<file path="src/rtl/gate_pkg.sv">
// Shared definitions for the basic-gate exerciser: gate bit positions, FSM states
// and the reference model used to judge the gate unit's outputs.
package gate_pkg;

    localparam int AND       = 0;
    localparam int OR        = 1;
    localparam int NOT_A     = 2;
    localparam int XOR       = 3;
    localparam int XNOR      = 4;
    localparam int NAND      = 5;
    localparam int NUM_GATES = 6;

    typedef enum logic [1:0] {
        IDLE   = 2'd0,
        SETTLE = 2'd1,
        CHECK  = 2'd2,
        DONE   = 2'd3
    } gx_state_t;

    function automatic logic [NUM_GATES-1:0] expected_gates(input logic a, input logic b);
        logic [NUM_GATES-1:0] g;
        g        = '0;
        g[AND]   = a & b;
        g[OR]    = a | b;
        g[NOT_A] = ~a;
        g[XOR]   = a ^ b;
        g[XNOR]  = ~(a ^ b);
        g[NAND]  = ~(a & b);
        return g;
    endfunction

endpackage

</file>
<file path="src/rtl/gate_exerciser.sv">
// Walks the four (a,b) vectors through the gate unit, compares each returned word
// against the package reference model and reports pass / error count / fail mask.
//   state  | meaning
//   IDLE   | waiting for start; results held from previous run
//   SETTLE | current vector driven, counting settle cycles
//   CHECK  | gates_i compared and accumulated at the closing edge
//   DONE   | one-cycle done pulse, pass published
module gate_exerciser
    import gate_pkg::*;
#(
    parameter int SETTLE_CYCLES = 1
) (
    input  logic                 clk,
    input  logic                 rst,
    input  logic                 start,
    output logic                 a_o,
    output logic                 b_o,
    input  logic [NUM_GATES-1:0] gates_i,
    output logic                 busy,
    output logic                 done,
    output logic                 pass,
    output logic [2:0]           err_count,
    output logic [NUM_GATES-1:0] fail_mask
);

    localparam int CNT_W = (SETTLE_CYCLES > 1) ? $clog2(SETTLE_CYCLES) : 1;
    localparam logic [CNT_W-1:0] CNT_LAST = CNT_W'(SETTLE_CYCLES - 1);

    gx_state_t            r_state;
    logic [1:0]           r_vec;
    logic [CNT_W-1:0]     r_cnt;

    logic [NUM_GATES-1:0] w_mis;
    logic [2:0]           w_err_next;
    logic [1:0]           w_vec_next;

    assign w_mis      = gates_i ^ expected_gates(a_o, b_o);
    assign w_err_next = (w_mis != '0) ? err_count + 3'd1 : err_count;
    assign w_vec_next = r_vec + 2'd1;

    always_ff @(posedge clk or posedge rst) begin
        if (rst) begin
            r_state   <= IDLE;
            r_vec     <= 2'd0;
            r_cnt     <= '0;
            a_o       <= 1'b0;
            b_o       <= 1'b0;
            busy      <= 1'b0;
            done      <= 1'b0;
            pass      <= 1'b0;
            err_count <= 3'd0;
            fail_mask <= '0;
        end else begin
            done <= 1'b0;
            case (r_state)
                IDLE: begin
                    if (start) begin
                        r_state   <= SETTLE;
                        r_vec     <= 2'd0;
                        r_cnt     <= '0;
                        a_o       <= 1'b0;
                        b_o       <= 1'b0;
                        busy      <= 1'b1;
                        pass      <= 1'b0;
                        err_count <= 3'd0;
                        fail_mask <= '0;
                    end
                end
                SETTLE: begin
                    if (r_cnt == CNT_LAST) begin
                        r_state <= CHECK;
                    end else begin
                        r_cnt <= r_cnt + CNT_W'(1);
                    end
                end
                CHECK: begin
                    fail_mask <= fail_mask | w_mis;
                    err_count <= w_err_next;
                    if (r_vec == 2'd3) begin
                        r_state <= DONE;
                        done    <= 1'b1;
                        busy    <= 1'b0;
                        pass    <= (w_err_next == 3'd0);
                        a_o     <= 1'b0;
                        b_o     <= 1'b0;
                    end else begin
                        r_state <= SETTLE;
                        r_vec   <= w_vec_next;
                        r_cnt   <= '0;
                        a_o     <= w_vec_next[1];
                        b_o     <= w_vec_next[0];
                    end
                end
                DONE: begin
                    r_state <= IDLE;
                end
                default: begin
                    r_state <= IDLE;
                end
            endcase
        end
    end

endmodule
</file>
<file path="config.mk">
export PLATFORM = sky130hd
export DESIGN_NAME = gate_exerciser
export DESIGN_NICKNAME = d
export VERILOG_FILES = /design/src/rtl/gate_pkg.sv /design/src/rtl/gate_exerciser.sv
export SDC_FILE = /design/constraint.sdc
export NUM_CORES = 1
export LEC_CHECK = 0
export ABC_AREA = 1
export CAP_MARGIN = 0
export CORE_UTILIZATION = 45
export CTS_CLUSTER_DIAMETER = 100
export DETAILED_ROUTE_END_ITERATION = 10
export GPL_TIMING_DRIVEN = 0
export PLACE_DENSITY = 0.7
export SLEW_MARGIN = 20
export SYNTH_ARGS = -nofsm -noshare
export SYNTH_HDL_FRONTEND = slang
export SYNTH_SLANG_ARGS = --single-unit
</file>
<file path="constraint.sdc">
create_clock -name clk -period 1.7 [get_ports clk]
set_input_delay 0.34 -clock clk [delete_from_list [all_inputs] [get_ports clk]]
set_output_delay 0.34 -clock clk [all_outputs]
set_load 0.02 [all_outputs]
</file>
==> results by group <==
Placed design
  – Post-place setup slack: 0.0181 ns
  – I/O Buffers: 22
  – GPL Wtd Cong: 0.772
  – HPWL after detailed placement: 1380 um
  – Placed instance area: 0.00121 sq mm

Timing
  – Unrepaired setup endpoints after global routing: false
  – Max_slew headroom: 0.550
  – Number of max-slew violations in the final report: 0
  – Final Skew: 0.00202 ns
  – Summed negative setup slack over all endpoints: 0 ns
  – Worst hold margin: 0.436 ns
  – Crit share post-route: 0.959
  – Count of final setup violators: 0
  – Final hold violations: 0
  – Transition time at the pin with the least slew margin: 0.675 ns
  – Shortest clock period the worst path allows after layout: 1.63 ns
  – Worst Slack Setup Final: 0.0702 ns
  – Maximum clock rate: 0.614 GHz

CTS
  – H-tree depth: 1
  – Post-CTS repair timing setup buffer count: 0
  – CTS clk-pin slew, worst paths: 0.10 ns
  – Clock latency of the later-clocked register in the worst-skew pair: 0.29 ns
  – TritonCTS clock tree: yes
  – Maximum buffer depth of the clock tree: 2
  – CTS root buf: clkbuf_4
  – CTS Buf Count: 3
  – TritonCTS sink count: 18

Synth
  – Cell taking the most area after synthesis: dfrtp_1
  – Synthesized instance count: 120
  – Sequential share of the synthesized area: 0.471
  – Combined area of all synthesized cells: 957 sq um
  – Number of flops mapped to enable cells by yosys: 0
  – Yosys cell types: 19
  – Mean Syn Cell Area: 7.98 sq um
  – Post-synth top flop: dfrtp_1
  – Top-area cell type share of the netlist area: 0.471
  – Seq cells post-synth: 18
  – Most common cell in the netlist: nand2_1
  – Commonest cells in the synthesized netlist: nand2_1 (38), dfrtp_1 (18), inv_1 (14)
  – Async SR Flop Fraction: 1.00
  – Synth warnings: 0
  – Mapped Nets: 133
  – Synth top area cells: dfrtp_1 (47%), nand2_1 (15%), inv_1 (5.5%)

Drt
  – Vias: 804
  – Number of DRC markers in iteration 0: 7
  – ANT nets after route: 0
  – Total DRC errors in the routed layout: 0
  – Detail-routed via count per cell: 4.65
  – Router iterations before antenna repair: 4
  – Wire length reported by the detailed router: 1790 um
  – Average wire length per cell after detail routing: 10.3 um

Final layout
  – Proportion of layout cells with a drive suffix above 1: 0.199
  – Final cell area excluding filler cells: 0.00127 sq mm
  – Fin nets: 160
  – Diode insertion count for antenna repair: 0
  – Filler cell count in the final layout: 176
  – Synthesis-to-layout area growth: 33.2%

Worst setup path
  – Delay contributed by the slowest stage of the critical path: 0.62 ns
  – Kind of critical path: reg2out
  – Arrival time at the worst endpoint: 1.29 ns
  – Number of logic stages on the critical path including buffering: 1
  – Startpoint type of the worst setup path: flip-flop
  – Worst r2r path cells: 12
  – Bufs and invs on worst path: 1
  – Slowest CP cell: clkdlybuf4s50_1
  – Cell-by-cell listing of the critical path: clkdlybuf4s50_1
  – Cell family with the largest share of critical-path delay: buffers and inverters
  – Critical Path Fanout Max: 3
  – Category of the worst setup path capture point: output pin
  – Endpoint required time on the critical path: 1.36 ns

Die
  – Std-Cell Core Area: 0.00198 sq mm
  – Die Y: 48.1 um
  – Effective utilization at floorplan: 0.483
  – Ports: 23
  – Number of standard-cell rows in the floorplan: 16
  – Overall die width: 48.1 um
  – Overall die area: 0.00232 sq mm

GRT
  – Remaining global-route overflow: 0
  – Maximum number of pins on one net before global-route repair: 19
  – Wire length of the first global-routing pass: 2900 um
  – Via count of the first global-routing pass: 667
  – Number of antenna violations at the first check in global routing: 0
  – GR Util All Layers: 0.178

Min path
  – Worst min-delay path category: in2async

Outcome
  – Status: complete, no violations

Pwr
  – Cell area power density: 1880 mW/mm^2
  – Leakage: 0.698 nW
  – Worst IR Drop VDD: 0.00101 V

Run
  – Max capacitance violation total: 0
==> kinds of logic (layout without fill, tap and decap cells) <==
logic type	after synthesis	after routing	share of synthesized area
fa+ha+maj	4	4	0.0523
simple gates	59	59	0.284
xor+xnor	1	1	0.00915
compound gates	15	15	0.0915
buf+inv	23	49	0.0928
flops	18	18	0.471
==> placed cells by master (no fill, tap or decap), drive strengths merged <==
master,synthesis,final
nor2,10,10
nand3,6,6
a22o,2,2
dlymetal6s2s,0,4
clkdlybuf4s50,0,18
ha,4,4
xor2,1,1
dfrtp,18,18
clkbuf,0,4
inv,23,23
a21oi,1,1
o21ai,12,12
nand2,43,43
==> sequential cells by signal, summed over array words and instances, names as in the netlist <==
| name | flops |
|---|---|
| fail_mask | 6 |
| err_count | 3 |
| r_state | 2 |
| r_vec | 2 |
| a_o | 1 |
| b_o | 1 |
| busy | 1 |
| done | 1 |
| pass | 1 |
==> what timing repair did <==
action	in CTS	in global routing
hold buffers	0	0
gates resized for setup	0	7
endpoints found under the setup margin	0	8
==> through the flow <==
| step | cells | total power [W] | utilization |
|---|---|---|---|
| 4_1_cts | 173 | 0.00239 | 0.629 |
| 3_3_place_gp | 169 | 0.00209 | 0.611 |
| 2_1_floorplan | 120 | 0.00165 | - |
| 5_1_grt | 173 | 0.00264 | 0.643 |
| 3_5_place_dp | 169 | 0.00212 | 0.611 |
| 6_report | 173 | 0.00240 | 0.643 |
==> per-layer routing <==
metal,global-route usage,vias to the layer above,wire [um]
met3,0.0333,2,49
met1,0.244,363,840
li1,-,425,-
met5,0,-,0
met2,0.297,14,888
met4,0.0333,0,9
==> worst paths after layout <==
kind	from	to	slack, ns
max in group asynchronous	rst	fail_mask[1]	0.84
worst max register to register	a_o	pass	0.12
worst min-delay path	rst	r_state[0]	0.44
worst max-delay path	b_o	b_o	0.07
worst min register to register	fail_mask[1]	fail_mask[1]	0.49
min in group clk	fail_mask[1]	fail_mask[1]	0.49
==> layout make-up <==
cell class                      instances  area, sq um  share of cell area
Timing Repair Buffer                   22          230               0.181
Sequential cell                        18          450               0.353
Clock buffer                            4         36.3              0.0285
Multi-Input combinational cell         79          435               0.342
Inverter                               23         88.8              0.0697
Tap cell                               27         33.8              0.0265
==> where the power goes <==
part / leakage, nW / total [W] / switching [W] / internal, W
logic: 0.456 / 0.00138 / 0.000801 / 0.000578
clock network: 0.0210 / 0.000263 / 0.000132 / 0.000130
registers: 0.221 / 0.000756 / 0.000131 / 0.000624
total: 0.698 / 0.00240 / 0.00106 / 0.00133
No activity file was read; power rests on OpenSTA's default activity.
